<file path="config.mk">
export PLATFORM = sky130hd
export DESIGN_NAME = lane_lfu_issue_seq_flat
export DESIGN_NICKNAME = d
export VERILOG_FILES = /design/src/rtl/lane_lfu_issue_seq_if.sv /design/src/rtl/lane_lfu_issue_seq.sv /design/src/flat_wrapper.sv
export SDC_FILE = /design/constraint.sdc
export NUM_CORES = 1
export LEC_CHECK = 0
export BUFFER_PORTS_ARGS = -buffer_cell sky130_fd_sc_hd__buf_2
export CORE_MARGIN = 2
export CORE_UTILIZATION = 50
export DETAILED_ROUTE_END_ITERATION = 6
export PLACE_DENSITY_LB_ADDON = 0.05
export SLEW_MARGIN = 20
export SYNTH_ARGS = -nofsm -noshare
export SYNTH_HDL_FRONTEND = slang
export SYNTH_SLANG_ARGS = --single-unit
</file>
<file path="constraint.sdc">
create_clock -name clk -period 4.6 [get_ports clk]
set_input_delay 0.69 -clock clk [delete_from_list [all_inputs] [get_ports clk]]
set_output_delay 0.69 -clock clk [all_outputs]
set_load 0.05 [all_outputs]
</file>
<file path="src/rtl/lane_lfu_issue_seq_if.sv">
// Issue-queue to LFU-expand bundle for lane_lfu_issue_seq.
// master: issue queue side (drives op_*, observes op_rdy and status).
// slave : sequencer side (drives op_rdy, expand_*, busy, idle).
interface lane_lfu_issue_seq_if #(
  parameter int unsigned SZ_BVLEN   = 6,
  parameter int unsigned SZ_VAU0_FN = 11,
  parameter int unsigned SZ_VAU1_FN = 8,
  parameter int unsigned SZ_VAU2_FN = 4
);
  localparam int unsigned SZ_FN01 = (SZ_VAU0_FN > SZ_VAU1_FN) ? SZ_VAU0_FN : SZ_VAU1_FN;
  localparam int unsigned SZ_FN   = (SZ_FN01 > SZ_VAU2_FN) ? SZ_FN01 : SZ_VAU2_FN;

  logic                  op_val;
  logic                  op_rdy;
  logic [2:0]            op_fu;
  logic [SZ_FN-1:0]      op_fn;
  logic [SZ_BVLEN-1:0]   op_cnt;

  logic                  expand_vau0;
  logic                  expand_vau1;
  logic                  expand_vau2;
  logic                  expand_vldq;
  logic                  expand_vsdq;
  logic                  expand_utaq;
  logic                  expand_utldq;
  logic                  expand_utsdq;
  logic [SZ_VAU0_FN-1:0] expand_vau0_fn;
  logic [SZ_VAU1_FN-1:0] expand_vau1_fn;
  logic [SZ_VAU2_FN-1:0] expand_vau2_fn;
  logic [SZ_BVLEN-1:0]   expand_rcnt;
  logic [SZ_BVLEN-1:0]   expand_wcnt;
  logic [5:0]            busy;
  logic                  idle;

  modport master (
    output op_val, op_fu, op_fn, op_cnt,
    input  op_rdy,
    input  expand_vau0, expand_vau1, expand_vau2, expand_vldq, expand_vsdq,
    input  expand_utaq, expand_utldq, expand_utsdq,
    input  expand_vau0_fn, expand_vau1_fn, expand_vau2_fn,
    input  expand_rcnt, expand_wcnt, busy, idle
  );

  modport slave (
    input  op_val, op_fu, op_fn, op_cnt,
    output op_rdy,
    output expand_vau0, expand_vau1, expand_vau2, expand_vldq, expand_vsdq,
    output expand_utaq, expand_utldq, expand_utsdq,
    output expand_vau0_fn, expand_vau1_fn, expand_vau2_fn,
    output expand_rcnt, expand_wcnt, busy, idle
  );
endinterface

</file>
<file path="src/rtl/lane_lfu_issue_seq.sv">
// Lane LFU issue sequencer: accepts one micro-op per cycle and emits a
// registered one-cycle expand pulse, keeping shadow countdowns that mirror
// the LFU per-unit counters so a unit is never re-issued while busy.
// Ports: clk, reset (sync, active-high), bus (slave side of
// lane_lfu_issue_seq_if: op_* handshake in, expand_*/busy/idle out).
module lane_lfu_issue_seq #(
  parameter int unsigned SZ_BVLEN   = 6,
  parameter int unsigned SZ_VAU0_FN = 11,
  parameter int unsigned SZ_VAU1_FN = 8,
  parameter int unsigned SZ_VAU2_FN = 4
) (
  input  logic                   clk,
  input  logic                   reset,
  lane_lfu_issue_seq_if.slave    bus
);
  localparam int unsigned N_CNT  = 6;
  localparam int unsigned N_FU   = 8;
  localparam int unsigned W_SEL  = 3;

  // Counter indices match busy bit order {vsu, vlu, vgu, vau2, vau1, vau0}.
  localparam logic [W_SEL-1:0] C_VAU0 = 3'd0;
  localparam logic [W_SEL-1:0] C_VAU1 = 3'd1;
  localparam logic [W_SEL-1:0] C_VAU2 = 3'd2;
  localparam logic [W_SEL-1:0] C_VGU  = 3'd3;
  localparam logic [W_SEL-1:0] C_VLU  = 3'd4;
  localparam logic [W_SEL-1:0] C_VSU  = 3'd5;

  logic [N_CNT-1:0][SZ_BVLEN-1:0] shadow;
  logic [N_FU-1:0]                pulse;
  logic [W_SEL-1:0]               sel;
  logic                           accept;
  logic                           is_load;

  // Map target unit to its shadow counter; load queues share one counter.
  always_comb begin
    sel = C_VAU0;
    case (bus.op_fu)
      3'd0: sel = C_VAU0;
      3'd1: sel = C_VAU1;
      3'd2: sel = C_VAU2;
      3'd3: sel = C_VLU;
      3'd4: sel = C_VSU;
      3'd5: sel = C_VGU;
      3'd6: sel = C_VLU;
      3'd7: sel = C_VSU;
      default: sel = C_VAU0;
    endcase
  end

  assign bus.op_rdy = !reset && (shadow[sel] == '0);
  assign accept     = bus.op_val && bus.op_rdy;
  assign is_load    = (bus.op_fu == 3'd3) || (bus.op_fu == 3'd6);

  // Shadow counters, pulse and count registers.
  always_ff @(posedge clk) begin
    if (reset) begin
      shadow          <= '0;
      pulse           <= '0;
      bus.expand_rcnt <= '0;
      bus.expand_wcnt <= '0;
    end else begin
      for (int unsigned i = 0; i < N_CNT; i++) begin
        if (accept && (sel == W_SEL'(i)))
          shadow[i] <= bus.op_cnt;
        else if (shadow[i] != '0)
          shadow[i] <= shadow[i] - SZ_BVLEN'(1);
      end
      pulse           <= accept ? (N_FU'(1) << bus.op_fu) : '0;
      bus.expand_rcnt <= (accept && !is_load) ? bus.op_cnt : '0;
      bus.expand_wcnt <= (accept &&  is_load) ? bus.op_cnt : '0;
    end
  end

  // Function buses hold between pulses and carry no reset.
  always_ff @(posedge clk) begin
    if (accept && (bus.op_fu == 3'd0)) bus.expand_vau0_fn <= bus.op_fn[SZ_VAU0_FN-1:0];
    if (accept && (bus.op_fu == 3'd1)) bus.expand_vau1_fn <= bus.op_fn[SZ_VAU1_FN-1:0];
    if (accept && (bus.op_fu == 3'd2)) bus.expand_vau2_fn <= bus.op_fn[SZ_VAU2_FN-1:0];
  end

  assign bus.expand_vau0  = pulse[0];
  assign bus.expand_vau1  = pulse[1];
  assign bus.expand_vau2  = pulse[2];
  assign bus.expand_vldq  = pulse[3];
  assign bus.expand_vsdq  = pulse[4];
  assign bus.expand_utaq  = pulse[5];
  assign bus.expand_utldq = pulse[6];
  assign bus.expand_utsdq = pulse[7];

  always_comb begin
    bus.busy = '0;
    for (int unsigned i = 0; i < N_CNT; i++)
      bus.busy[i] = (shadow[i] != '0);
  end

  assign bus.idle = (bus.busy == '0) && (pulse == '0);
endmodule
</file>
<file path="src/flat_wrapper.sv">
// flat-port wrapper written by rule: the top's interface ports become plain ports
module lane_lfu_issue_seq_flat 
#(
  parameter int unsigned SZ_BVLEN   = 6,
  parameter int unsigned SZ_VAU0_FN = 11,
  parameter int unsigned SZ_VAU1_FN = 8,
  parameter int unsigned SZ_VAU2_FN = 4
)
  (clk, reset, bus_op_val, bus_op_fu, bus_op_fn, bus_op_cnt, bus_op_rdy, bus_expand_vau0, bus_expand_vau1, bus_expand_vau2, bus_expand_vldq, bus_expand_vsdq, bus_expand_utaq, bus_expand_utldq, bus_expand_utsdq, bus_expand_vau0_fn, bus_expand_vau1_fn, bus_expand_vau2_fn, bus_expand_rcnt, bus_expand_wcnt, bus_busy, bus_idle);
  lane_lfu_issue_seq_if #(.SZ_BVLEN(SZ_BVLEN), .SZ_VAU0_FN(SZ_VAU0_FN), .SZ_VAU1_FN(SZ_VAU1_FN), .SZ_VAU2_FN(SZ_VAU2_FN)) bus_i ();
  input  logic clk;
  input  logic reset;
  input wire logic [$bits(bus_i.op_val)-1:0] bus_op_val;
  input wire logic [$bits(bus_i.op_fu)-1:0] bus_op_fu;
  input wire logic [$bits(bus_i.op_fn)-1:0] bus_op_fn;
  input wire logic [$bits(bus_i.op_cnt)-1:0] bus_op_cnt;
  output wire logic [$bits(bus_i.op_rdy)-1:0] bus_op_rdy;
  output wire logic [$bits(bus_i.expand_vau0)-1:0] bus_expand_vau0;
  output wire logic [$bits(bus_i.expand_vau1)-1:0] bus_expand_vau1;
  output wire logic [$bits(bus_i.expand_vau2)-1:0] bus_expand_vau2;
  output wire logic [$bits(bus_i.expand_vldq)-1:0] bus_expand_vldq;
  output wire logic [$bits(bus_i.expand_vsdq)-1:0] bus_expand_vsdq;
  output wire logic [$bits(bus_i.expand_utaq)-1:0] bus_expand_utaq;
  output wire logic [$bits(bus_i.expand_utldq)-1:0] bus_expand_utldq;
  output wire logic [$bits(bus_i.expand_utsdq)-1:0] bus_expand_utsdq;
  output wire logic [$bits(bus_i.expand_vau0_fn)-1:0] bus_expand_vau0_fn;
  output wire logic [$bits(bus_i.expand_vau1_fn)-1:0] bus_expand_vau1_fn;
  output wire logic [$bits(bus_i.expand_vau2_fn)-1:0] bus_expand_vau2_fn;
  output wire logic [$bits(bus_i.expand_rcnt)-1:0] bus_expand_rcnt;
  output wire logic [$bits(bus_i.expand_wcnt)-1:0] bus_expand_wcnt;
  output wire logic [$bits(bus_i.busy)-1:0] bus_busy;
  output wire logic [$bits(bus_i.idle)-1:0] bus_idle;
  assign bus_i.op_val = bus_op_val;
  assign bus_i.op_fu = bus_op_fu;
  assign bus_i.op_fn = bus_op_fn;
  assign bus_i.op_cnt = bus_op_cnt;
  assign bus_op_rdy = bus_i.op_rdy;
  assign bus_expand_vau0 = bus_i.expand_vau0;
  assign bus_expand_vau1 = bus_i.expand_vau1;
  assign bus_expand_vau2 = bus_i.expand_vau2;
  assign bus_expand_vldq = bus_i.expand_vldq;
  assign bus_expand_vsdq = bus_i.expand_vsdq;
  assign bus_expand_utaq = bus_i.expand_utaq;
  assign bus_expand_utldq = bus_i.expand_utldq;
  assign bus_expand_utsdq = bus_i.expand_utsdq;
  assign bus_expand_vau0_fn = bus_i.expand_vau0_fn;
  assign bus_expand_vau1_fn = bus_i.expand_vau1_fn;
  assign bus_expand_vau2_fn = bus_i.expand_vau2_fn;
  assign bus_expand_rcnt = bus_i.expand_rcnt;
  assign bus_expand_wcnt = bus_i.expand_wcnt;
  assign bus_busy = bus_i.busy;
  assign bus_idle = bus_i.idle;
  lane_lfu_issue_seq #(.SZ_BVLEN(SZ_BVLEN), .SZ_VAU0_FN(SZ_VAU0_FN), .SZ_VAU1_FN(SZ_VAU1_FN), .SZ_VAU2_FN(SZ_VAU2_FN)) u_core (.clk(clk), .reset(reset), .bus(bus_i));
endmodule
</file>
---- Yosys cells after proc, flatten, opt, wreduce, memory -nomap -nowiden ----
Memories as Yosys holds them, arrays and structs flattened.
Index checks and enable logic that the tools add are counted.
cells by class
  shift-type cells ........................ 1
  order comparisons ....................... 1
  bitwise logic cells ..................... 3
  reductions and logical operators ........ 37
  muxes and demuxes ....................... 14
  add/sub/neg operators ................... 6
  equality and inequality tests ........... 9
operators by type and width
  operator             number
  $mux 6               13
  $reduce_bool 6->1    6
  $sub 6x1->6 const B  6
  $bmux 6 s3           1
  $logic_and 1x1->1    14
  $eq 3x2->1 const B   4
  $logic_not 6->1      2
  $reduce_bool 2->1    6
  $eq 3x3->1 const B   3
  $logic_not 8->1      1
  $shl 1x3->8 const A  1
  $eq 3x1->1 const B   2
  $logic_not 3->1      2
  $reduce_or 2->1      3
  $lt 3x4->1 const B   1
  $not 1->1            3
  $logic_not 1->1      2
  $logic_or 1x1->1     1
word-level totals
  memories kept ........................... 1
  logic and storage cells ................. 84
  flip-flop bits (word level) ............. 79
  bits in read-only memories .............. 24
memories
  memory            depth  width  rd ports  clocked after Yosys merged registers in  write ports  line                      RTL
  (name not given)  8      3      1         0                                        0            lane_lfu_issue_seq.sv:37  case (bus.op_fu)

---- Depth between registers and ports, before layout ----
An unclocked memory read counts as a cell.
  depth after elaboration ................. 9
  mapped depth ............................ 8

---- Least setup slack after synthesis ----
OpenSTA, ideal clock, no wires.
  path type ............................... register -> output
  start ................................... register u_core.shadow[18] in the netlist's numbering
  end ..................................... output bus_idle
  data required time ...................... 3.910 ns
  arrival time ............................ 3.081 ns
  slack ................................... 0.829 ns
  cell stages (with the launch flop) ...... 7
  cell sequence ........................... dfxtp_1 -> inv_1 -> ha_1 -> or3b_2 -> nor3_1 -> nand4_1 -> nor4_1
between the ends
  cells in the longest elaborated chain, start to end .. 3
RTL lines
  element                          line                      RTL
  start, declared                  lane_lfu_issue_seq.sv:28  logic [N_CNT-1:0][SZ_BVLEN-1:0] shadow;
  start signal, assigned by index  lane_lfu_issue_seq.sv:64  shadow[i] <= bus.op_cnt;
  start signal, assigned by index  lane_lfu_issue_seq.sv:66  shadow[i] <= shadow[i] - SZ_BVLEN'(1);
  $reduce_bool 6->1                lane_lfu_issue_seq.sv:93  bus.busy[i] = (shadow[i] != '0);
  $logic_not 6->1                  lane_lfu_issue_seq.sv:96  assign bus.idle = (bus.busy == '0) && (pulse == '0);
  $logic_and 1x1->1                lane_lfu_issue_seq.sv:96
  end, declared                    flat_wrapper.sv:32        output wire logic [$bits(bus_i.idle)-1:0] bus_idle;
Every way passes these cells.

---- Worst setup path in the final report ----
  start ................................... input bus_op_fu[0]
  end ..................................... output bus_op_rdy
between the ends
  cells in the longest elaborated chain, start to end .. 5
RTL lines
  element                       line                      RTL
  start, declared               flat_wrapper.sv:14        input wire logic [$bits(bus_i.op_fu)-1:0] bus_op_fu;
  $mem_v2 8x3                   --
  $bmux 6 s3                    lane_lfu_issue_seq.sv:50  assign bus.op_rdy = !reset && (shadow[sel] == '0);
  $mux 6 (not written as such)  lane_lfu_issue_seq.sv:50
  $logic_not 6->1               lane_lfu_issue_seq.sv:50
  $logic_and 1x1->1             lane_lfu_issue_seq.sv:50
  end, declared                 flat_wrapper.sv:17        output wire logic [$bits(bus_i.op_rdy)-1:0] bus_op_rdy;
Every way passes these cells. The select of a mux whose other input is x is not followed.

==> reports/qor.json <==
{
  "final.fill_count": {"value": 634},
  "timing.final.crit_period": {"value": 3.22, "unit": "ns"},
  "cts_buffer_depth": {"value": 2},
  "ctsHoldBuffers": {"value": 0},
  "post_synth_num_cell_types": {"value": 51},
  "fin_setup_tns": {"value": 0, "unit": "ns"},
  "global_route.overflow_total": {"value": 0},
  "slowest_delay": {"value": 0.44, "unit": "ns"},
  "floorplan.die.width": {"value": 89.0, "unit": "µm"},
  "min_delay_path_depth": {"value": 1},
  "synth.area.top_cells": {"value": "sky130_fd_sc_hd__dfxtp_1 31%, sky130_fd_sc_hd__edfxtp_1 19%, sky130_fd_sc_hd__mux2i_1 6.1%, sky130_fd_sc_hd__nand2_1 3.7%, sky130_fd_sc_hd__xnor2_1 3.2%"},
  "insertedDiodeCount": {"value": 0},
  "timing.critical_path.mode_cell": {"value": "sky130_fd_sc_hd__buf_2"},
  "crit_fanout": {"value": 18},
  "postRouteWirelength": {"value": 8.23, "unit": "mm"},
  "cts.sinks": {"value": 79},
  "final_common_cell": {"value": "sky130_fd_sc_hd__buf_2"},
  "yosysSeqAreaShare": {"value": 50.2, "unit": "%"},
  "drc": {"value": 0},
  "timing.reg2reg.setup_slack": {"value": 1.80, "unit": "ns"},
  "synth_fp_nets": {"value": 386},
  "power.leakage": {"value": 0.00183, "unit": "µW"},
  "most-common-layout-cells": {"value": "73 x sky130_fd_sc_hd__buf_2, 56 x sky130_fd_sc_hd__dfxtp_1, 36 x sky130_fd_sc_hd__nand2_1"},
  "drive_above_1_share": {"value": 24.6, "unit": "%"},
  "clkTransAtPathRegs": {"value": 0.08, "unit": "ns"},
  "h-tree-depth": {"value": 3},
  "std_cell_rows": {"value": 30},
  "syn_area_per_cell": {"value": 10.1, "unit": "µm²"},
  "clk_root_buffer_cell": {"value": "sky130_fd_sc_hd__clkbuf_8"},
  "first_pass_grt_wire_length": {"value": 13.4, "unit": "mm"},
  "max-vdd-ir-drop": {"value": 0.487, "unit": "mV"},
  "maxClockFrequency": {"value": 310, "unit": "MHz"},
  "worstHoldStart": {"value": "bus_op_fn[8]"},
  "crit_path_end_kind": {"value": "primary output"},
  "dr_total_vias": {"value": 2884},
  "min_delay_worst_endpoint": {"value": "u_core.bus.expand_vau0_fn[8]"},
  "regToRegStartpoint": {"value": "u_core.shadow[2]"},
  "detailed_place.area": {"value": 4040, "unit": "µm²"},
  "detail-route-antenna-nets": {"value": 0},
  "relSlewSlack": {"value": 27.4, "unit": "%"},
  "tritoncts_clock_tree": {"value": "built"},
  "synth_top_cell_by_area": {"value": "sky130_fd_sc_hd__dfxtp_1"},
  "slew_viols_final": {"value": 0},
  "transition_time_at_the_pin_with_the_least_slew_margin": {"value": 1.08, "unit": "ns"},
  "worstPathRequired": {"value": 3.91, "unit": "ns"},
  "timing.setup.critical_path_class": {"value": "primary input to primary output"},
  "via_count_of_the_first_global_routing_pass": {"value": 2649},
  "tritoncts.num_buffers": {"value": 9},
  "dominantRegCellSynth": {"value": "sky130_fd_sc_hd__dfxtp_1"},
  "rr_endpoint": {"value": "u_core.bus.expand_vau1_fn[7]"},
  "design.die.area": {"value": 7920, "unit": "µm²"},
  "finalSetupViolCount": {"value": 0},
  "syn2layout_area_growth": {"value": 17.5, "unit": "%"},
  "nNetsFinal": {"value": 455},
  "clock_skew": {"value": 0.0110, "unit": "ns"},
  "post_synth_edffs": {"value": 23},
  "timing_hold_violations_final": {"value": 0},
  "drtIter0Drc": {"value": 102},
  "clock_insertion_delay_worst_skew": {"value": 0.36, "unit": "ns"},
  "timing.max_cap.violations": {"value": 0},
  "dieHeight": {"value": 89.0, "unit": "µm"},
  "crit_path_start_kind": {"value": "primary input"},
  "grt_start_max_net_pins": {"value": 27},
  "global_route.usage.total": {"value": 22.4, "unit": "%"},
  "finish.instance_area": {"value": 4250, "unit": "µm²"},
  "min_path_type": {"value": "primary input to flop"},
  "synth.yosys.warnings": {"value": 0},
  "portBuffers": {"value": 73},
  "synth_async_sr_flop_share": {"value": 0, "unit": "%"},
  "initial_core_util": {"value": 52.3, "unit": "%"},
  "area_of_the_mapped_netlist": {"value": 3610, "unit": "µm²"},
  "post_cts_resize_count": {"value": 0},
  "status": {"value": "finished clean"},
  "timing.hold.ws": {"value": 0.515, "unit": "ns"},
  "synthCells": {"value": 357},
  "timing.critical_path.max_delay_family": {"value": "compound AO/OA/AOI/OAI gates"},
  "powerDensity": {"value": 656, "unit": "nW/µm²"},
  "routabilityCongestion": {"value": 0.904},
  "rsz0062_at_grt": {"value": "false"},
  "drt-pass1-iter-count": {"value": 4},
  "synth_seq_cells": {"value": 79},
  "worst_ep_arrival_time": {"value": 2.53, "unit": "ns"},
  "worstPathCellList": {"value": "buf_2, o41ai_2, o211ai_1, a31oi_2, nand4b_2, nand2_1, buf_2"},
  "yosys.area.top_type_share": {"value": 31.0, "unit": "%"},
  "pin_count": {"value": 74},
  "wirelength_per_cell": {"value": 15.6, "unit": "µm"},
  "cts_setup_buffers": {"value": 0},
  "ff2ff_path_depth": {"value": 5},
  "grt_antenna_before_repair": {"value": 0},
  "layout_worst_path_cycle_share": {"value": 70.1, "unit": "%"},
  "worst_path_buffer_plus_inverter_count": {"value": 2},
  "slowest_stage": {"value": "sky130_fd_sc_hd__nand4b_2"},
  "hpwl": {"value": 6.02, "unit": "mm"},
  "floorplan.core_area": {"value": 6910, "unit": "µm²"},
  "viasPerCell": {"value": 5.47}
}
## sequential cells by signal (all words and copies together) (netlist names)
| register | cells |
|---|---|
| u_core.bus.expand_rcnt | 6 |
| u_core.bus.expand_vau1_fn | 8 |
| u_core.bus.expand_vau0_fn | 11 |
| u_core.shadow | 36 |
| u_core.pulse | 8 |
| u_core.bus.expand_wcnt | 6 |
| u_core.bus.expand_vau2_fn | 4 |
## stage by stage
step                std cells  utilization, %  total power, µW  setup slack [ns]
detailed placement        511            58.5             2270              1.41
global route              527            61.5             3000              1.19
global placement          511            58.5             2260              1.49
CTS                       527            61.5             2800              1.41
finish                    527            61.5             2780              1.38
floorplan                 357               -             2010             0.829
## layer usage
metal	track usage [%]	vias up	share of wire, %
met5	0	-	0
met1	29.6	1343	47
met3	3.69	11	6.3
li1	-	1445	-
met2	35.6	85	46
met4	11.1	0	1.4
## kinds of logic (layout without fill, tap and decap cells)
logic type,Yosys count,count (layout),synth area share [%]
xor+xnor,20,20,4.85
flops,79,79,50.2
simple gates,119,119,17.7
buf+inv,44,118,5.02
compound gates,65,65,13.4
mux,24,24,6.72
fa+ha+maj,6,6,2.08
## how the worst max path moves through the flow
| stage | from | to | slack [ns] | depth (start not counted) |
|---|---|---|---|---|
| after floorplan | u_core.shadow[18] | bus_idle | 0.83 | 6 |
| final | bus_op_fu[0] | bus_op_rdy | 1.38 | 7 |
| after global placement | bus_op_fu[0] | u_core.bus.expand_vau1_fn[1] | 1.49 | 6 |
| after CTS | bus_op_fu[0] | bus_op_rdy | 1.41 | 7 |
| after detailed placement | bus_op_fu[0] | u_core.bus.expand_vau1_fn[4] | 1.41 | 6 |
| after global routing | bus_op_fu[0] | bus_op_rdy | 1.19 | 7 |
## power breakdown
group          total, µW  switching [µW]  leakage (µW)  internal, µW
registers            989             134      0.000666           855
logic               1270             784       0.00107           486
clock network        525             267      0.000100           258
total               2780            1190       0.00183          1600
## synthesized netlist by cell type, drive strengths merged, types with 9 or more instances
library cell / n
clkbuf: 12
mux2i: 22
nor4: 10
inv: 25
a2111oi: 9
nand2: 36
xnor2: 13
nand3: 10
nor3: 13
a21oi: 10
edfxtp: 23
nor2: 15
dfxtp: 56
## cell type report
type | count | area (µm²) | area share (%)
well taps | 96 | 120 | 2.83
flip-flops and latches | 79 | 1810 | 42.7
multi-input cells | 234 | 1630 | 38.3
repair buffers | 76 | 388 | 9.14
clock buffers | 9 | 124 | 2.92
inverters | 26 | 97.6 | 2.30
clock inverters | 7 | 78.8 | 1.86
Power figures use the tool's default switching activity.
